===== src/rtl/audio_pkg.sv =====
// Shared constants, sample types and FSM encoding for the PSG audio decimator.
// Latency/backpressure: none here; types only.
package audio_pkg;

  localparam int BLOCK_LEN = 64;
  localparam int DCB_SHIFT = 8;
  localparam int CNT_W     = $clog2(BLOCK_LEN);

  typedef logic [7:0]         psg_t;
  typedef logic [CNT_W-1:0]   cnt_t;
  typedef logic [13:0]        acc_t;
  typedef logic signed [15:0] pcm_t;
  typedef logic signed [17:0] dcb_t;

  typedef struct packed {
    acc_t l;
    acc_t r;
  } acc_pair_t;

  typedef enum logic [1:0] {
    IDLE,
    FILT_L,
    FILT_R,
    OUT
  } state_t;

  // Block sum (0..16320) scaled by 4 and re-centred on zero: -32768..+32512.
  function automatic pcm_t to_pcm(acc_t s);
    return pcm_t'({s, 2'b00} - 16'h8000);
  endfunction

endpackage


===== src/rtl/audio_dcblock.sv =====
// One-channel DC blocker y = x - x_prev + y_prev - (y_prev >>> DCB_SHIFT), saturated to 16 bits.
// Purely combinational; shared between channels by the caller, no backpressure.
module audio_dcblock
  import audio_pkg::*;
(
  input  logic signed [15:0] x,
  input  logic signed [15:0] x_prev,
  input  logic signed [15:0] y_prev,
  output logic signed [15:0] y
);

  dcb_t sum;

  always_comb begin
    sum = dcb_t'(x) - dcb_t'(x_prev) + dcb_t'(y_prev) - (dcb_t'(y_prev) >>> DCB_SHIFT);
    if (sum > 18'sd32767) begin
      y = 16'sh7fff;
    end else if (sum < -18'sd32768) begin
      y = 16'sh8000;
    end else begin
      y = sum[15:0];
    end
  end

endmodule


===== src/rtl/audio_decim.sv =====
// Sums 64 PSG strobes per channel into one signed 16-bit stereo sample; optional DC blocker under AUDIO_DCBLOCK_EN.
// out_valid 3 clk after the 64th strobe; no backpressure: a block ending while the FSM is busy is dropped and sets sticky overrun.
module audio_decim
  import audio_pkg::*;
(
  input  logic               clk_sys,
  input  logic               reset,
  input  logic               ce_sample,
  input  logic [7:0]         audio_l,
  input  logic [7:0]         audio_r,
  output logic signed [15:0] out_l,
  output logic signed [15:0] out_r,
  output logic               out_valid,
  output logic               overrun
);

  cnt_t      cnt;
  acc_pair_t acc;
  acc_pair_t snap;
  acc_pair_t sum;
  state_t    state;
  state_t    state_nxt;
  logic      start;
  pcm_t      x;
  pcm_t      x_prev;
  pcm_t      y_prev;
  pcm_t      y;
  pcm_t      res_l;
  pcm_t      res_r;

  always_comb begin
    sum.l = acc.l + acc_t'(audio_l);
    sum.r = acc.r + acc_t'(audio_r);
  end

  assign start = ce_sample && (cnt == cnt_t'(BLOCK_LEN - 1));

  // Accumulation never stalls; only the snapshot is skipped when the FSM is busy.
  always_ff @(posedge clk_sys) begin
    if (reset) begin
      cnt     <= '0;
      acc     <= '0;
      snap    <= '0;
      overrun <= 1'b0;
    end else if (start) begin
      cnt <= '0;
      acc <= '0;
      if (state == IDLE) begin
        snap <= sum;
      end else begin
        overrun <= 1'b1;
      end
    end else if (ce_sample) begin
      cnt <= cnt + cnt_t'(1);
      acc <= sum;
    end
  end

  always_ff @(posedge clk_sys) begin
    if (reset) begin
      state <= IDLE;
    end else begin
      state <= state_nxt;
    end
  end

  always_comb begin
    state_nxt = state;
    case (state)
      IDLE:    if (start) state_nxt = FILT_L;
      FILT_L:  state_nxt = FILT_R;
      FILT_R:  state_nxt = OUT;
      OUT:     state_nxt = IDLE;
      default: state_nxt = IDLE;
    endcase
  end

  assign x = to_pcm((state == FILT_R) ? snap.r : snap.l);

`ifdef AUDIO_DCBLOCK_EN
  pcm_t xh_l;
  pcm_t xh_r;
  pcm_t yh_l;
  pcm_t yh_r;

  assign x_prev = (state == FILT_R) ? xh_r : xh_l;
  assign y_prev = (state == FILT_R) ? yh_r : yh_l;

  always_ff @(posedge clk_sys) begin
    if (reset) begin
      xh_l <= '0;
      xh_r <= '0;
      yh_l <= '0;
      yh_r <= '0;
    end else if (state == FILT_L) begin
      xh_l <= x;
      yh_l <= y;
    end else if (state == FILT_R) begin
      xh_r <= x;
      yh_r <= y;
    end
  end
`else
  // Zero history makes the shared datapath a pass-through: y == x.
  assign x_prev = '0;
  assign y_prev = '0;
`endif

  audio_dcblock u_dcblock (
    .x      (x),
    .x_prev (x_prev),
    .y_prev (y_prev),
    .y      (y)
  );

  always_ff @(posedge clk_sys) begin
    if (reset) begin
      res_l     <= '0;
      res_r     <= '0;
      out_l     <= '0;
      out_r     <= '0;
      out_valid <= 1'b0;
    end else begin
      out_valid <= (state == OUT);
      if (state == FILT_L) res_l <= y;
      if (state == FILT_R) res_r <= y;
      if (state == OUT) begin
        out_l <= res_l;
        out_r <= res_r;
      end
    end
  end

endmodule


===== config.mk =====
export PLATFORM = sky130hd
export DESIGN_NAME = audio_decim
export DESIGN_NICKNAME = d
export VERILOG_FILES = /design/src/rtl/audio_pkg.sv /design/src/rtl/audio_dcblock.sv /design/src/rtl/audio_decim.sv
export SDC_FILE = /design/constraint.sdc
export NUM_CORES = 1
export LEC_CHECK = 0
export CELL_PAD_IN_SITES_DETAIL_PLACEMENT = 0
export CELL_PAD_IN_SITES_GLOBAL_PLACEMENT = 1
export CORE_MARGIN = 1
export CORE_UTILIZATION = 40
export CTS_CLUSTER_DIAMETER = 200
export CTS_CLUSTER_SIZE = 28
export DETAILED_ROUTE_END_ITERATION = 7
export PLACE_DENSITY_LB_ADDON = 0.1
export SLEW_MARGIN = 10
export SYNTH_ARGS = -nofsm -noshare
export SYNTH_HDL_FRONTEND = slang
export SYNTH_SLANG_ARGS = --single-unit

===== constraint.sdc =====
create_clock -name clk_sys -period 2.1 [get_ports clk_sys]
set_input_delay 0.42 -clock clk_sys [delete_from_list [all_inputs] [get_ports clk_sys]]
set_output_delay 0.42 -clock clk_sys [all_outputs]
set_load 0.005 [all_outputs]

* After elaboration in Yosys (flattened, before gate mapping) *
Index checks and enable logic that the tools add are counted.

cells by class
  bitwise logic cells = 1
  div/mod/pow operators = 0
  multipliers = 0
  eq/ne operators = 5
  order comparisons = 2
  muxes and demuxes = 5
  reduce and logical (&&, ||, !) cells = 5
  shift-type cells = 0
  $add $sub $neg = 4

operators with widths
  cell                                                                    count
  16-bit two-way mux                                                      2
  14-bit by 8-bit adder with 14-bit output                                2
  16-bit > comparator (second input constant)                             1
  16-bit less-than comparator (second input constant)                     1
  16-bit subtractor (second input constant)                               1
  14-bit two-way mux                                                      1
  2-bit case mux with 4 select lines                                      1
  6-bit by 1-bit adder with 6-bit output (second input constant)          1
  6-bit equality test (second input constant)                             1
  2-bit equality test (second input constant)                             2
  2-bit AND reduction                                                     2
  2-bit by 1-bit equality test with 1-bit output (second input constant)  1
  2-bit zero test                                                         1
  2-bit two-way mux                                                       1
  2-bit != test (second input constant)                                   1
  2-bit OR reduction                                                      1
  1-bit logical AND                                                       1
  1-bit inverter                                                          1

word-level totals
  register bits = 130
  ROM bits = 0
  memories = 0
  memory bits (writable) = 0
  latch bits = 0
  logic and storage cells = 34

* Depth between registers and ports, before layout *
Gate-level depths: netlist of the first run.

  depth in word-level cells = 6
  depth in mapped cells = 9
  depth with buffers taken out = 8

* By module *
From an unflattened synthesis of the first run, not the netlist that was laid out.

second synthesis, totals
  cell total of the unflattened synthesis = 915
  area, all modules = 8105.3 um^2

by module, submodules not included
  module         instances  cells an instance  area each (um^2)
  audio_decim    1          663                6085.8
  audio_dcblock  1          252                2019.4

* Least setup slack after synthesis of the first run *
OpenSTA, ideal clock, no wires.

  path type = input-to-reg
  start = in audio_l[0]
  end = reg snap[26] (netlist name)
  cell stages on the path = 8
  arrival time = 2.055 ns
  buffers on the path = 0
  path slack = -0.046 ns
  data required time = 2.009 ns
  library setup time = 0.091 ns
  cell sequence = ha_1 -> inv_1 -> fa_1 -> nand2b_1 -> a21oi_2 -> o211ai_1 -> or3_1 -> a311oi_1

on the way
  word-level cells in the longest chain between the ends = 1

RTL lines
  element                                   line               text
  start, declared                           audio_decim.sv:9   input logic [7:0] audio_l,
  14-bit by 8-bit adder with 14-bit output  audio_decim.sv:32  sum.l = acc.l + acc_t'(audio_l);
  end signal, assigned                      audio_decim.sv:49  snap <= sum;
  end, declared                             audio_decim.sv:19  acc_pair_t snap;

Every way passes these cells.
A chain may end at the register's enable or synchronous reset.

* Worst setup path in the final report of the first run *
  start = in audio_r[0]
  end = reg snap[8] (netlist name)

on the way
  word-level cells in the longest chain between the ends = 1

RTL lines
  element                                   line               text
  start, declared                           audio_decim.sv:10  input logic [7:0] audio_r,
  14-bit by 8-bit adder with 14-bit output  audio_decim.sv:33  sum.r = acc.r + acc_t'(audio_r);

Every way passes these cells.

==> results of run 1 <==
[per-stage QoR]
step / TNS (ns) / power (mW) / hold slack [ns]
after global placement: -13.62 / 3.71 / 0.445
after detailed placement: -14.77 / 3.71 / 0.447
after global routing: -0.0327 / 7.12 / 0.406
final: 0 / 6.79 / 0.392
after CTS: 0 / 6.73 / 0.383
after floorplan: 0 / 3.30 / 0.431
[cell type report]
class                   instances  area (um^2)
repair buffers                119         1050
multi-input cells             447         3140
clock buffers                  21          470
flip-flops and latches        122         2440
inverters                      10         37.5
clock inverters                10          141
well taps                     176          220
fillers                      1231         5950
[worst paths after layout]
path	end	start	slack (ns)
worst min-delay path	snap[8]$_SDFFE_PP0P_	reset	0.39
worst max register to register	acc[27]$_SDFFE_PP0P_	acc[19]$_SDFFE_PP0P_	0.13
worst max-delay path	snap[8]$_SDFFE_PP0P_	audio_r[0]	0.07
worst min register to register	snap[23]$_SDFFE_PP0P_	snap[23]$_SDFFE_PP0P_	0.46
[sequential cells by signal (all words and copies together) (netlist names)]
signal,flops
out_valid,1
state,2
cnt,6
overrun,1
res_r,14
snap,28
acc,28
res_l,14
out_l,14
out_r,14
[worst max-delay path, cell delays in order]
cell	delay (ns)
clkdlybuf4s50_1	0.46
ha_2	0.19
fa_2	0.21
a211oi_2	0.07
buf_4	0.16
o211ai_4	0.23
nand2_2	0.09
or4_1	0.46
nand3_1	0.09
[timing repair]
action / in CTS / in global routing
resized for setup: 4 / 36
hold buffers: 0 / 0
pin swaps: 6 / 24
setup buffers: 2 / 6
endpoints found under the setup margin: 1 / 27
[power by group]
| part | internal (mW) | leakage [nW] | switching (mW) |
|---|---|---|---|
| sequential | 2.48 | 0.987 | 0.112 |
| combinational | 0.550 | 1.48 | 0.643 |
| clock | 1.95 | 0.296 | 1.05 |
[Yosys cell counts (all sizes together) (3+ instances only)]
cell      n
a211oi   30
a21o      3
a21oi    34
a32o      3
buf      26
clkbuf   17
dfxtp   122
ha       21
inv      10
mux2i    65
nand2    49
nand3    20
nand4     9
nor2    106
nor3      3
nor4      4
o211ai   10
o21ai    21
o22ai     3
or3      10
xnor2     5
xor2     21
[kinds of logic (layout without fill, tap and decap cells)]
kind of cell / Yosys count / count (layout) / share of synthesized area
AND/OR/NAND/NOR: 211 / 211 / 0.168
flip-flops: 122 / 122 / 0.437
AO/OA/AOI/OAI: 118 / 118 / 0.140
multiplexers: 65 / 65 / 0.117
buffers and inverters: 53 / 160 / 0.0428
XOR/XNOR: 26 / 26 / 0.0408
adder cells (fa/ha/maj): 23 / 23 / 0.0542
other: 1 / 4 / 0.000672
[routing by layer]
layer / wire length (um) / part of all wire / vias to the layer above
met1: 7030 / 0.51 / 2184
li1: - / - / 2370
met3: 395 / 0.028 / 15
met2: 6310 / 0.45 / 71
met5: 0 / 0 / -
met4: 184 / 0.013 / 0
==> reports/summary.txt, run 1 <==
Status: finished clean
Cell taking the most area after synthesis: dfxtp_1
Area share of the largest cell type after synthesis: 0.437
Seq/Total Area, Yosys: 0.437
Core Footprint: 13500 um^2
Cell Pwr Density: 905 nW/um^2
Post-synthesis cell type count: 50
CTS tree: done
Final Net Count: 759
Ys Warns: 0
Final Non-Filler Cells: 905
Met3 usage: 0.0461
DP Wirelength: 10000 um
Met1 usage: 0.280
Rows: 42
DR iter-0 viols: 294
Period minus WS final: 2.03 ns
Routed Antenna Nets: 0
Global route overflow: 0
M2 GR Usage: 0.309
Slew margin rel.: 0.595
Asr flop ratio synth: 0
Pin slew with the least headroom to its limit: 0.607 ns
Vias/cell: 5.13
Pre-CTS setup slack: -0.482 ns
LEAKAGE: 2.77 nW
Gpl congestion: 0.812
Router iterations before antenna repair: 4
Critical Path End Type: flip-flop
Placed cell area: 6620 um^2
EDFF count, synth: 0
Final WS setup: 0.0732 ns
DRC Markers: 0
Crit Path Class: primary input to flip-flop
Final setup viols: 0
Most common cell after layout, fill and taps aside: dfxtp_1
DP Cell Count: 866
Die area: 14400 um^2
Peak supply drop: 539 uV
CTS root buf: clkbuf_16
Routed wire length: 13900 um
Fmax: 493 MHz
Worst-case reg-to-reg path depth: 7
Top FF cell, synth: dfxtp_1
Crit path max fanout: 6
Mapped Cells: 619
# IOs: 53
Startpoint Class: primary input
Gr usage total: 0.203
First-pass GRT wire length: 22600 um
Clock sink count: 122
Area delta synth->final: 34.3%
Busiest grt layer: met2
DR vias: 4640
Final Hold Viols: 0
Period utilization: 0.965
# Max-Cap Violations: 0
Initial antenna violation count: 0
Worst Hold Class: primary input to flip-flop
Pin count of the biggest net entering global routing: 61
Ant diodes: 0
Initial Util: 0.415
Die Width: 120 um
H-Tree Depth: 4
# port buffers: 48
Post-route cell area: 7500 um^2
Slew Viols, Final: 0
Flops & latches, synth: 122
Max Clock Skew: 0.00740 ns
Vias in the first global route: 4420
Synth Area per Inst: 9.02 um^2
TritonCTS buffer count: 17
Hold depth: 3
Fin util: 0.557
Die Y: 120 um
CP Data Required Time: 2.46 ns
Clock latency on the worst-skew pair: 0.42 ns
Fraction of layout cells with a size suffix above 1: 0.192
Max clock buf depth: 2
Clock transition at the registers of the reported paths: 0.05 ns
WL/cell: 15.4 um
Critical path arrival: 2.38 ns
Most frequent cells in the layout: dfxtp_1 (121), nor2_1 (106), buf_4 (69), mux2i_1 (65), nand2_1 (48)
Synthesized area: 5580 um^2
Synth area leaders: dfxtp_1 (44%), mux2i_1 (12%), nor2_1 (7.1%), ha_1 (4.7%), a211oi_1 (3.8%)
(Power assumes the default switching activity.)
==> run 2, diff against run 1 <==
--- a/config.mk
+++ b/config.mk
@@ -5,6 +5,7 @@
 export SDC_FILE = /design/constraint.sdc
 export NUM_CORES = 1
 export LEC_CHECK = 0
+export ABC_CLOCK_PERIOD_IN_PS = 2100
 export CELL_PAD_IN_SITES_DETAIL_PLACEMENT = 0
 export CELL_PAD_IN_SITES_GLOBAL_PLACEMENT = 1
 export CORE_MARGIN = 1
@@ -13,7 +14,7 @@
 export CTS_CLUSTER_SIZE = 28
 export DETAILED_ROUTE_END_ITERATION = 7
 export PLACE_DENSITY_LB_ADDON = 0.1
-export SLEW_MARGIN = 10
+export SLEW_MARGIN = 20
 export SYNTH_ARGS = -nofsm -noshare
 export SYNTH_HDL_FRONTEND = slang
 export SYNTH_SLANG_ARGS = --single-unit
==> results of run 2 <==
Same layout as run 1: the final DEF is identical, and so are final timing and power.
==> run 3, diff against run 2 <==
--- a/config.mk
+++ b/config.mk
@@ -10,9 +10,10 @@
 export CELL_PAD_IN_SITES_GLOBAL_PLACEMENT = 1
 export CORE_MARGIN = 1
 export CORE_UTILIZATION = 40
-export CTS_CLUSTER_DIAMETER = 200
+export CTS_CLUSTER_DIAMETER = 40
 export CTS_CLUSTER_SIZE = 28
 export DETAILED_ROUTE_END_ITERATION = 7
+export GPL_TIMING_DRIVEN = 0
 export PLACE_DENSITY_LB_ADDON = 0.1
 export SLEW_MARGIN = 20
 export SYNTH_ARGS = -nofsm -noshare
==> run 3 against run 2 <==
- the run now ends with setup timing left
- setup slack got worse by 0.075 ns
- cell area down 1.2%
- clock power is 1% lower
- die area is the same
- register-to-register slack worse by 0.13 ns
- routed wire length is 8.5% higher
- global-route usage grew 1.1 points
- utilization shrank 0.64 points
==> reports/summary.txt, run 3 (synthesis gave the netlist of run 1 again) <==
CTS root buf: clkbuf_16
# port buffers: 48
Fmax: 476 MHz
DR iter-0 viols: 268
LEAKAGE: 2.72 nW
Pin count of the biggest net entering global routing: 17
Critical path arrival: 2.41 ns
Sequential power share: 0.385
Period utilization: 1.00
Fraction of layout cells with a size suffix above 1: 0.160
Final Hold Viols: 0
Router iterations before antenna repair: 4
Final WS setup: -0.00225 ns
Clock power frac: 0.441
Clock latency on the worst-skew pair: 0.42 ns
Status: finished with violations
Vias/cell: 5.28
Slew margin rel.: 0.494
DRC Markers: 0
Routed wire length: 15100 um
# IOs: 53
Period minus WS final: 2.10 ns
Failing checks: setup timing
Final Net Count: 753
Die Y: 120 um
Initial Util: 0.415
Sw Pwr: 1.85 mW
Crit path max fanout: 5
CTS Hold Bufs: 0
Gpl congestion: 0.883
Core Footprint: 13500 um^2
Cell Pwr Density: 904 nW/um^2
Clock transition at the registers of the reported paths: 0.06 ns
Pint: 4.85 mW
First-pass GRT wire length: 23300 um
Slew Viols, Final: 0
Worst hold margin: 0.445 ns
Final setup viols: 1
Critical Path End Type: flip-flop
Global route overflow: 0
Most frequent cells in the layout: dfxtp_1 (120), nor2_1 (106), mux2i_1 (65), nand2_1 (49), clkdlybuf4s50_1 (37)
Max clock buf depth: 2
Worst Hold Class: primary input to flip-flop
Routed Antenna Nets: 0
Area delta synth->final: 32.8%
Crit Path Class: flip-flop to flip-flop
DR vias: 4750
Pre-CTS setup slack: -0.767 ns
H-Tree Depth: 4
Gr usage total: 0.214
Peak supply drop: 532 uV
Comb pwr share: 0.174
WL/cell: 16.8 um
Vias in the first global route: 4398
TritonCTS buffer count: 17
DP Wirelength: 10700 um
Startpoint Class: flip-flop
Pin slew with the least headroom to its limit: 0.759 ns
Top flop regs: acc (28), snap (28)
RSZ-0062 raised after global routing: yes
Ant diodes: 0
CTS tree: done
Die area: 14400 um^2
Max Clock Skew: 0.00884 ns
Net Sw Frac: 0.276
Rows: 42
# Max-Cap Violations: 0
Most common cell after layout, fill and taps aside: dfxtp_1
Initial antenna violation count: 0
CP Data Required Time: 2.40 ns
Die Width: 120 um
Setup_tns: -0.00225 ns
Clock sink count: 122
run 3: changes by cell type in the layout (fill, tap and decap cells not counted), moves of 3 or more:
| cell | change |
|---|---|
| buf_6 | +3 |
| buf_2 | +11 |
| buf_4 | -43 |
| a21oi_1 | -4 |
| nor4_2 | -3 |
| nor4_4 | +3 |
| clkbuf_2 | +3 |
| clkbuf_1 | +16 |
| buf_1 | +7 |
run 3: layout make-up:
type	count	area [um^2]
fill	1245	6040
multi-input combinational	447	3230
sequential	122	2440
timing repair buffer	70	666
clock buffer	21	450
tap	176	220
buffer	43	218
clock inverter	11	146
inverter	10	37.5
run 3: repair_timing:
action	4_1_cts	5_1_grt
pin swaps	12	30
resized for setup	25	49
hold endpoints to repair	0	0
setup buffers	9	13
setup endpoints to repair	51	40
run 3: path summary, 6_finish.rpt:
kind	from	endpoint	slack, ns	depth (start not counted)
max	acc[20]$_SDFFE_PP0P_	acc[23]$_SDFFE_PP0P_	-0.002	9
min	audio_r[0]	acc[0]$_SDFFE_PP0P_	0.45	4
min reg2reg	snap[19]$_SDFFE_PP0P_	snap[19]$_SDFFE_PP0P_	0.46	2
max reg2reg	acc[20]$_SDFFE_PP0P_	acc[23]$_SDFFE_PP0P_	-0.002	9
run 3: power groups by stage:
stage,logic [mW],registers [mW],clock network [mW]
floorplan,0.713,2.59,0
global placement,0.937,2.61,0
detailed placement,0.947,2.62,0
CTS,1.02,2.58,3.00
global route,1.28,2.60,3.12
finish,1.16,2.58,2.96
run 3: routing by layer:
layer / track usage / up-vias / share of wire
li1: - / 2351 / -
met1: 0.267 / 2286 / 0.47
met2: 0.349 / 90 / 0.49
met3: 0.0547 / 23 / 0.031
met4: 0.0883 / 0 / 0.018
met5: 0 / - / 0
run 3: critical path, stage by stage (launching register included):
cell	delay, ns
dfxtp_1	0.33
ha_1	0.30
buf_6	0.11
nand4_1	0.16
buf_4	0.20
nor4_4	0.35
buf_4	0.18
o21ai_1	0.07
xor2_1	0.21
nor2_1	0.07
run 3: metrics by stage:
step	instances	total power [mW]	area [um^2]	util
finish	900	6.70	7410	0.551
global route	900	7.00	7410	0.551
CTS	887	6.60	7100	0.528
detailed placement	846	3.57	6310	0.469
global placement	846	3.55	6310	0.469
floorplan	622	3.30	5610	-
